<file path="src/rtl/gshare_pht_reader_pkg.sv">
// Shared branch-predictor types: 2-bit saturating counter, its named states,
// and the saturating update used by the PHT.
package gshare_pht_reader_pkg;

    typedef logic [1:0] ctr_t;

    localparam ctr_t SNT = 2'd0;   // strongly not-taken
    localparam ctr_t WNT = 2'd1;   // weakly not-taken
    localparam ctr_t WT  = 2'd2;   // weakly taken
    localparam ctr_t ST  = 2'd3;   // strongly taken

    localparam ctr_t PHT_RST = WNT;

    function automatic ctr_t sat_update(ctr_t c, logic taken);
        if (taken) begin
            return (c == ST) ? ST : ctr_t'(c + 2'd1);
        end else begin
            return (c == SNT) ? SNT : ctr_t'(c - 2'd1);
        end
    endfunction

endpackage

</file>
<file path="src/rtl/gshare_pht_reader_if.sv">
// Lookup/resolve bundle between the IF/EX pipeline (master) and the predictor (slave).
interface gshare_pht_reader_if #(
    parameter int HISTORY_WIDTH  = 8,
    parameter int PC_WIDTH       = 32,
    parameter int INFLIGHT_DEPTH = 4
);
    logic                              lookup_valid_i;
    logic [PC_WIDTH-1:0]               lookup_pc_i;
    logic [HISTORY_WIDTH-1:0]          ghr_data_i;
    logic                              lookup_ready_o;
    logic                              pred_taken_o;
    logic                              resolve_valid_i;
    logic                              resolve_taken_i;
    logic                              flush_i;
    logic                              mispredict_o;
    logic                              ghr_update_en_o;
    logic [$clog2(INFLIGHT_DEPTH):0]   inflight_cnt_o;
    logic                              resolve_err_o;

    modport master (
        output lookup_valid_i, lookup_pc_i, ghr_data_i,
               resolve_valid_i, resolve_taken_i, flush_i,
        input  lookup_ready_o, pred_taken_o, mispredict_o,
               ghr_update_en_o, inflight_cnt_o, resolve_err_o
    );

    modport slave (
        input  lookup_valid_i, lookup_pc_i, ghr_data_i,
               resolve_valid_i, resolve_taken_i, flush_i,
        output lookup_ready_o, pred_taken_o, mispredict_o,
               ghr_update_en_o, inflight_cnt_o, resolve_err_o
    );
endinterface

</file>
<file path="src/rtl/gshare_pht_reader_inflight_fifo.sv">
// Generic synchronous FIFO with flush; head data is visible combinationally.
module bp_inflight_fifo #(
    parameter int WIDTH = 9,
    parameter int DEPTH = 4
) (
    input  logic                     clk_i,
    input  logic                     rst_ni,
    input  logic                     i_push,
    input  logic                     i_pop,
    input  logic                     i_flush,
    input  logic [WIDTH-1:0]         i_data,
    output logic [WIDTH-1:0]         o_data,
    output logic [$clog2(DEPTH):0]   o_count,
    output logic                     o_full,
    output logic                     o_empty
);
    localparam int AW = $clog2(DEPTH);

    logic [WIDTH-1:0] r_mem [DEPTH];
    logic [AW-1:0]    r_head;
    logic [AW-1:0]    r_tail;
    logic [AW:0]      r_count;
    logic             w_push_ok;
    logic             w_pop_ok;

    assign o_empty   = (r_count == '0);
    assign o_full    = (r_count == (AW+1)'(DEPTH));
    assign o_count   = r_count;
    assign o_data    = r_mem[r_head];
    // A push at full is only legal when the head leaves in the same cycle.
    assign w_pop_ok  = i_pop && !o_empty;
    assign w_push_ok = i_push && !i_flush && (!o_full || w_pop_ok);

    // Storage write; contents need no reset since occupancy gates reads.
    always_ff @(posedge clk_i) begin
        if (w_push_ok) begin
            r_mem[r_tail] <= i_data;
        end
    end

    // Pointer and occupancy bookkeeping; pointers wrap naturally (DEPTH is 2**AW).
    always_ff @(posedge clk_i or negedge rst_ni) begin
        if (!rst_ni) begin
            r_head  <= '0;
            r_tail  <= '0;
            r_count <= '0;
        end else if (i_flush) begin
            r_head  <= '0;
            r_tail  <= '0;
            r_count <= '0;
        end else begin
            if (w_push_ok) r_tail <= r_tail + 1'b1;
            if (w_pop_ok)  r_head <= r_head + 1'b1;
            r_count <= r_count + {{AW{1'b0}}, w_push_ok} - {{AW{1'b0}}, w_pop_ok};
        end
    end
endmodule

</file>
<file path="src/rtl/gshare_pht_reader.sv">
// Gshare prediction side: PC^GHR indexes a table of 2-bit counters; in-flight
// predictions are queued in order and retrained when EX resolves them.
module gshare_pht_reader
    import gshare_pht_reader_pkg::*;
#(
    parameter int HISTORY_WIDTH  = 8,
    parameter int PC_WIDTH       = 32,
    parameter int INFLIGHT_DEPTH = 4
) (
    input  logic                  clk_i,
    input  logic                  rst_ni,
    gshare_pht_reader_if.slave    bus
);
    localparam int PHT_SIZE = 2 ** HISTORY_WIDTH;

    typedef struct packed {
        logic [HISTORY_WIDTH-1:0] idx;
        logic                     pred;
    } entry_t;

    ctr_t                     r_pht [PHT_SIZE];
    logic                     r_resolve_err;
    logic [HISTORY_WIDTH-1:0] w_idx;
    logic                     w_pred;
    logic                     w_push;
    logic                     w_pop;
    logic                     w_full;
    logic                     w_empty;
    entry_t                   w_wdata;
    entry_t                   w_head;
    logic                     w_unused_pc;

    assign w_idx       = bus.lookup_pc_i[HISTORY_WIDTH+1:2] ^ bus.ghr_data_i;
    assign w_unused_pc = ^{bus.lookup_pc_i[PC_WIDTH-1:HISTORY_WIDTH+2], bus.lookup_pc_i[1:0]};
    // No bypass: a lookup colliding with this cycle's retrain sees the old counter.
    assign w_pred      = r_pht[w_idx][1];
    assign w_pop       = bus.resolve_valid_i && !w_empty;
    assign w_push      = bus.lookup_valid_i && bus.lookup_ready_o && !bus.flush_i;
    assign w_wdata     = '{idx: w_idx, pred: w_pred};

    assign bus.pred_taken_o    = w_pred;
    assign bus.lookup_ready_o  = !w_full || w_pop;
    assign bus.mispredict_o    = w_pop && (w_head.pred ^ bus.resolve_taken_i);
    assign bus.ghr_update_en_o = w_pop;
    assign bus.resolve_err_o   = r_resolve_err;

    bp_inflight_fifo #(
        .WIDTH ($bits(entry_t)),
        .DEPTH (INFLIGHT_DEPTH)
    ) u_fifo (
        .clk_i   (clk_i),
        .rst_ni  (rst_ni),
        .i_push  (w_push),
        .i_pop   (w_pop),
        .i_flush (bus.flush_i),
        .i_data  (w_wdata),
        .o_data  (w_head),
        .o_count (bus.inflight_cnt_o),
        .o_full  (w_full),
        .o_empty (w_empty)
    );

    // Retrain the resolved entry's counter; whole table returns to weakly not-taken on reset.
    always_ff @(posedge clk_i or negedge rst_ni) begin
        if (!rst_ni) begin
            for (int i = 0; i < PHT_SIZE; i++) begin
                r_pht[i] <= PHT_RST;
            end
        end else if (w_pop) begin
            r_pht[w_head.idx] <= sat_update(r_pht[w_head.idx], bus.resolve_taken_i);
        end
    end

    // Sticky flag for a resolve that had no in-flight prediction to match.
    always_ff @(posedge clk_i or negedge rst_ni) begin
        if (!rst_ni) begin
            r_resolve_err <= 1'b0;
        end else if (bus.resolve_valid_i && w_empty) begin
            r_resolve_err <= 1'b1;
        end
    end
endmodule

</file>
<file path="src/flat_wrapper.sv">
// flat-port wrapper written by rule: the top's interface ports become plain ports
module gshare_pht_reader_flat import gshare_pht_reader_pkg::*;
#(
    parameter int HISTORY_WIDTH  = 8,
    parameter int PC_WIDTH       = 32,
    parameter int INFLIGHT_DEPTH = 4
)
  (clk_i, rst_ni, bus_lookup_valid_i, bus_lookup_pc_i, bus_ghr_data_i, bus_resolve_valid_i, bus_resolve_taken_i, bus_flush_i, bus_lookup_ready_o, bus_pred_taken_o, bus_mispredict_o, bus_ghr_update_en_o, bus_inflight_cnt_o, bus_resolve_err_o);
  gshare_pht_reader_if #(.HISTORY_WIDTH(HISTORY_WIDTH), .PC_WIDTH(PC_WIDTH), .INFLIGHT_DEPTH(INFLIGHT_DEPTH)) bus_i ();
  input  logic clk_i;
  input  logic rst_ni;
  input wire logic [$bits(bus_i.lookup_valid_i)-1:0] bus_lookup_valid_i;
  input wire logic [$bits(bus_i.lookup_pc_i)-1:0] bus_lookup_pc_i;
  input wire logic [$bits(bus_i.ghr_data_i)-1:0] bus_ghr_data_i;
  input wire logic [$bits(bus_i.resolve_valid_i)-1:0] bus_resolve_valid_i;
  input wire logic [$bits(bus_i.resolve_taken_i)-1:0] bus_resolve_taken_i;
  input wire logic [$bits(bus_i.flush_i)-1:0] bus_flush_i;
  output wire logic [$bits(bus_i.lookup_ready_o)-1:0] bus_lookup_ready_o;
  output wire logic [$bits(bus_i.pred_taken_o)-1:0] bus_pred_taken_o;
  output wire logic [$bits(bus_i.mispredict_o)-1:0] bus_mispredict_o;
  output wire logic [$bits(bus_i.ghr_update_en_o)-1:0] bus_ghr_update_en_o;
  output wire logic [$bits(bus_i.inflight_cnt_o)-1:0] bus_inflight_cnt_o;
  output wire logic [$bits(bus_i.resolve_err_o)-1:0] bus_resolve_err_o;
  assign bus_i.lookup_valid_i = bus_lookup_valid_i;
  assign bus_i.lookup_pc_i = bus_lookup_pc_i;
  assign bus_i.ghr_data_i = bus_ghr_data_i;
  assign bus_i.resolve_valid_i = bus_resolve_valid_i;
  assign bus_i.resolve_taken_i = bus_resolve_taken_i;
  assign bus_i.flush_i = bus_flush_i;
  assign bus_lookup_ready_o = bus_i.lookup_ready_o;
  assign bus_pred_taken_o = bus_i.pred_taken_o;
  assign bus_mispredict_o = bus_i.mispredict_o;
  assign bus_ghr_update_en_o = bus_i.ghr_update_en_o;
  assign bus_inflight_cnt_o = bus_i.inflight_cnt_o;
  assign bus_resolve_err_o = bus_i.resolve_err_o;
  gshare_pht_reader #(.HISTORY_WIDTH(HISTORY_WIDTH), .PC_WIDTH(PC_WIDTH), .INFLIGHT_DEPTH(INFLIGHT_DEPTH)) u_core (.clk_i(clk_i), .rst_ni(rst_ni), .bus(bus_i));
endmodule
</file>
<file path="config.mk">
export PLATFORM = sky130hd
export DESIGN_NAME = gshare_pht_reader_flat
export DESIGN_NICKNAME = d
export VERILOG_FILES = /design/src/rtl/gshare_pht_reader_pkg.sv /design/src/rtl/gshare_pht_reader_if.sv /design/src/rtl/gshare_pht_reader_inflight_fifo.sv /design/src/rtl/gshare_pht_reader.sv /design/src/flat_wrapper.sv
export SDC_FILE = /design/constraint.sdc
export NUM_CORES = 1
export LEC_CHECK = 0
export ABC_AREA = 0
export CORE_MARGIN = 3
export CORE_UTILIZATION = 35
export CTS_CLUSTER_DIAMETER = 30
export DETAILED_ROUTE_END_ITERATION = 10
export MAX_ROUTING_LAYER = met4
export PLACE_DENSITY_LB_ADDON = 0.2
export SETUP_SLACK_MARGIN = 0.4
export SLEW_MARGIN = 5
export SYNTH_ARGS = -nofsm -noshare
export SYNTH_HDL_FRONTEND = slang
export SYNTH_HIERARCHICAL = 1
export SYNTH_SLANG_ARGS = --single-unit
</file>
<file path="constraint.sdc">
create_clock -name clk_i -period 13.68 [get_ports clk_i]
set_clock_uncertainty 0.2 [all_clocks]
set_input_delay 2.736 -clock clk_i [delete_from_list [all_inputs] [get_ports clk_i]]
set_output_delay 2.736 -clock clk_i [all_outputs]
set_load 0.02 [all_outputs]
</file>
### After elaboration in Yosys (flattened, before gate mapping)

Memory sizes are Yosys's and may differ from the RTL's.
Cells that the tools add are included.
Widths: inputs -> output; s select.

* register bits after elaboration: 520
* RAM bits: 36
* input bits: 46
* output and inout port bits: 8
* memories kept: 1

Memory list
* u_core.u_fifo.r_mem: depth 4, bits a word 9, read ports 1, clocked after Yosys merged registers in 0, wr ports 1, line gshare_pht_reader_inflight_fifo.sv:19 `logic [WIDTH-1:0] r_mem [DEPTH];`

* $add $sub $neg: 6
* magnitude comparators: 3
* eq/ne operators: 2
* multiplexer cells: 20
* bitwise operators: 4
* reduce and logical (&&, ||, !) cells: 18

Operators with widths (number)
* $bwmux 512: 1
* $bmux 2 s8: 2
* $mux 2: 13
* $ge 9x9->1 const B: 2
* $not 8->9: 2
* $demux 2 s8: 1
* $logic_and 1x1->1: 9
* $lt 9x1->1 const B: 1
* $xor 8x8->8: 1
* $add 2x1->2 const B: 3
* $reduce_bool 2->1: 2
* $add 3x1->3: 1
* $eq 3x3->1 const B: 1
* $logic_not 1->1: 3
* $logic_not 3->1: 1
* $mux 3: 1
* $sub 3x1->3: 1
* $eq 2x2->1 const B: 1
* $logic_not 2->1: 1
* $logic_or 1x1->1: 2
* $mux 1: 2
* $sub 2x1->2 const B: 1
* $xor 1x1->1: 1

### Logic depth before layout (Yosys ltp)

* depth after elaboration: 11
* gate-level depth with buffers: 16

### Hierarchy

The synthesis kept the hierarchy.

Modules (own cells, without submodules)
* gshare_pht_reader: instances 1, cells an instance 2411, area an instance 25647.1 sq um
* bp_inflight_fifo: instances 1, cells an instance 90, area an instance 1759.2 sq um

### Worst setup path before layout

OpenSTA, ideal clock, no wires.

* path kind: input -> output
* start: input port bus_lookup_pc_i[2]
* end: output port bus_pred_taken_o
* data arrival time: 5411 ps
* data required time: 10744 ps
* slack: 5333 ps
* stages on the path: 9
* path buffers: 3
* cells stage by stage: xor2_1 -> buf_2 -> buf_2 -> buf_2 -> mux4_2 -> mux4_2 -> a221oi_1 -> mux4_2 -> inv_1

* cells in the longest elaborated chain, start to end: 5

Ends and longest elaborated chain
* from (decl): line flat_wrapper.sv:13 `input wire logic [$bits(bus_i.lookup_pc_i)-1:0] bus_lookup_pc_i;`
* $xor 8x8->8: line gshare_pht_reader.sv:33 `assign w_idx = bus.lookup_pc_i[HISTORY_WIDTH+1:2] ^ bus.ghr_data_i;`
* via u_core.w_idx[0]: line gshare_pht_reader.sv:23 `logic [HISTORY_WIDTH-1:0] w_idx;`
* $not 8->9 (not written as such): line gshare_pht_reader.sv:36 `assign w_pred = r_pht[w_idx][1];`
* $bmux 2 s8: line gshare_pht_reader.sv:36
* $mux 2 (not written as such) (2 in series): line gshare_pht_reader.sv:36
* to (decl): line flat_wrapper.sv:19 `output wire logic [$bits(bus_i.pred_taken_o)-1:0] bus_pred_taken_o;`

The timed path passes the listed nets, and every way through them passes these cells. The select of a mux whose other input is x is not followed.

### Worst setup path after layout

* start: input port bus_ghr_data_i[1]
* end: output port bus_pred_taken_o

* cells in the longest elaborated chain, start to end: 5

Ends and longest elaborated chain
* from (decl): line flat_wrapper.sv:14 `input wire logic [$bits(bus_i.ghr_data_i)-1:0] bus_ghr_data_i;`
* $xor 8x8->8: line gshare_pht_reader.sv:33
* $not 8->9 (not written as such): line gshare_pht_reader.sv:36
* $bmux 2 s8: line gshare_pht_reader.sv:36
* $mux 2 (not written as such) (2 in series): line gshare_pht_reader.sv:36

Every way passes these cells. The select of a mux whose other input is x is not followed.

==> results.json <==
{
  "detail-route-antenna-nets": 0,
  "antenna_found_initial": 3,
  "grt_pass1_wl_mm": 132,
  "fin_crit_sh_pct": 74.2,
  "postSynthNetCount": 2553,
  "r2r-end": "u_core/r_pht[445]",
  "start_util_pct": 35.7,
  "rows": 101,
  "post-route-drc-count": 0,
  "hold_buffers": 0,
  "fmax_mhz": 98.5,
  "cp_max_fo": 40,
  "viasPerCell": 5.46,
  "ys.flop_type": "dfrtp_1",
  "coreArea_um2": 76700,
  "power_frac_comb_pct": 9.5,
  "maxSlewViolCount": 0,
  "cts_tree": "yes",
  "swShare_pct": 25.3,
  "reg2reg_slack_ns": 6.64,
  "cts_buffers": 136,
  "fp.dieW_um": 286,
  "clkSlewWorstSetupHoldPaths_ns": 0.05,
  "fin_ws_ns": 3.53,
  "fin_area_um2": 33500,
  "port_buffers": 29,
  "nets": 2607,
  "fin_crit_ns": 10.15,
  "r2r_start": "u_core/u_fifo/r_head[0]",
  "hpwl_mm": 51.4,
  "grtUsageTotal_pct": 22.1,
  "avgSynthCellArea_um2": 11.0,
  "cts_resized": 0,
  "wl_mm": 85.5,
  "cts.path.max_buffers": 3,
  "p_seq_share_pct": 31.5,
  "worst_r2r_path_depth": 12,
  "tns_ns": 0,
  "gp_congestion": 0.824,
  "vias": 20200,
  "p_sw_uw": 1400,
  "status": "finished clean",
  "crit_path_end": "bus_pred_taken_o",
  "cp_cell_sequence": "clkdlybuf4s50_1 -> xor2_4 -> buf_4 -> buf_4 -> mux4_2 -> mux4_2 -> a22o_1 -> a221oi_1 -> mux4_2 -> inv_1 -> clkdlybuf4s50_1",
  "required_ns": 10.74,
  "finalSetupViolations": 0,
  "crit_path_max_incr_delay_ns": 0.72,
  "insertion_delay_ns": 0.71,
  "grt_max_degree": 184,
  "ir_drop_mv": 0.110,
  "synth_edf_count": 36,
  "slowest_stage": "buf_4",
  "cts-root-buf": "clkbuf_16",
  "rsz0062_at_grt": "false",
  "syn_inst": 2501,
  "syn_area_um2": 27400,
  "place_ws_ns": 3.58,
  "wl_per_cell_um": 23.1,
  "relSlewSlack_pct": 18.0,
  "cts.sinks": 556,
  "critical_path_class": "input port to primary output",
  "drive_gt1_share_pct": 29.5,
  "dieHeight_um": 286,
  "synth-seq-area-share_pct": 52.6,
  "ios": 54,
  "drtPass1Iterations": 5,
  "syn_to_final_growth_pct": 22.4,
  "p_leak_uw": 0.0124,
  "crit_top_cell": "mux4_2",
  "postCtsSetupRepairBufs": 0,
  "yosys_warnings": 6,
  "synthArstFlopShare_pct": 93.5,
  "final_cell_mix": "nand2_1 (790), o21ai_1 (307), dfrtp_1 (264)",
  "hold_path_class": "flop to flop",
  "cap_viol_max_count": 0,
  "final_common_cell": "nand2_1",
  "utilization_pct": 43.7,
  "hold_viol": 0,
  "clock_power_share_pct": 59.0,
  "cp-startpoint": "bus_ghr_data_i[1]",
  "yosys_register_bits": 556,
  "critPathCaptureType": "primary output",
  "cp-start-kind": "input port",
  "yosysUniqueCellTypes": 61,
  "htree_levels": 4,
  "power_per_cell_area_nw_per_um2": 165,
  "placed_cell_area_um2": 28800,
  "first_global_vias": 20900,
  "grt.overflow.total": 0,
  "internal_power_uw": 4140,
  "worst_slew_pin_slew_ns": 1.23,
  "die_area_um2": 81700,
  "dr.first_iter.drc_count": 1546,
  "cp.arrival_ns": 7.21
}
[sequential cells by signal, indices dropped and copies added (netlist names)]
register,flops
u_core/r_pht,512
u_core/u_fifo/r_mem,36
u_core/u_fifo/o_count,3
u_core/u_fifo/r_head,2
u_core/u_fifo/r_tail,2
u_core/bus.resolve_err_o,1
[logic make-up after synthesis]
logic type,count (synthesis),share of synthesized area (%)
AOI/OAI and AO/OA,619,12.3
xor gates and xnor gates,13,0.415
adders and majority gates,6,0.301
buffers and inverters,176,3.21
DFF,556,52.6
muxes,236,18.2
and+or+nand+nor,895,13.0
[per-layer routing]
layer	vias up	GRT usage, %	part of all wire [%]
met5	-	-	0
met4	0	9.53	3.6
met3	188	5.71	7.4
met2	688	33.0	46
met1	10100	28.4	43
li1	9209	-	-
[power by group through the flow]
stage	Combinational (uW)	Clock [uW]	Sequential, uW
2_1_floorplan	325	0	1760
3_3_place_gp	523	0	1770
3_5_place_dp	527	0	1770
4_1_cts	529	3330	1750
5_1_grt	562	3420	1750
6_report	525	3270	1750
[how the worst min path moves through the flow]
stage	start	end	slack, ns	cells past startpoint
after detailed placement	u_core/bus.resolve_err_o	u_core/bus.resolve_err_o	0.25	1
final	u_core/bus.resolve_err_o	u_core/bus.resolve_err_o	0.25	1
after global placement	u_core/bus.resolve_err_o	u_core/bus.resolve_err_o	0.24	1
after floorplan	u_core/r_pht[34]	u_core/r_pht[34]	0.24	2
after global routing	u_core/r_pht[360]	u_core/r_pht[360]	0.27	2
after CTS	u_core/r_pht[224]	u_core/r_pht[224]	0.26	2
[critical path: cells and delay by family]
family / cells / cell delay, ns
multiplexers: 3 / 1.36
XOR/XNOR: 1 / 0.14
AO/OA/AOI/OAI: 2 / 0.54
buffers and inverters: 5 / 2.38
[cell type report]
type                       instances  area [um2]
fill                            7097       43200
sequential                       556       14400
multi-input combinational       1769       12300
clock buffer                     182        3890
tap                             1030        1290
clock inverter                    68         826
timing repair buffer              80         748
inverter                          12        45.0
antenna                            3        7.51
[Yosys cell counts, types with 9 or more instances]
| cell | number | share of area (%) |
|---|---|---|
| nand2_1 | 790 | 11 |
| o21ai_1 | 307 | 5.6 |
| dfrtp_1 | 264 | 24 |
| dfstp_2 | 256 | 25 |
| mux4_2 | 210 | 17 |
| o21ai_0 | 205 | 3.7 |
| clkbuf_1 | 62 | 0.85 |
| buf_2 | 59 | 1.1 |
| a22oi_1 | 51 | 1.4 |
| edfxtp_1 | 36 | 3.9 |
| nor2_1 | 35 | 0.48 |
| buf_4 | 23 | 0.63 |
| mux2i_1 | 21 | 0.77 |
| a21oi_1 | 18 | 0.33 |
| nor3_1 | 13 | 0.24 |
| buf_1 | 12 | 0.16 |
| inv_1 | 11 | 0.15 |
| xor2_1 | 9 | 0.29 |
[stage by stage]
stage / hold WS (ns) / cells / total power, uW
global placement: 0.244 / 3446 / 2290
global route: 0.273 / 3700 / 5730
CTS: 0.258 / 3697 / 5600
finish: 0.255 / 3700 / 5540
floorplan: 0.242 / 2501 / 2090
detailed placement: 0.251 / 3447 / 2300
Note: power is estimated with default switching activity, not from simulation.
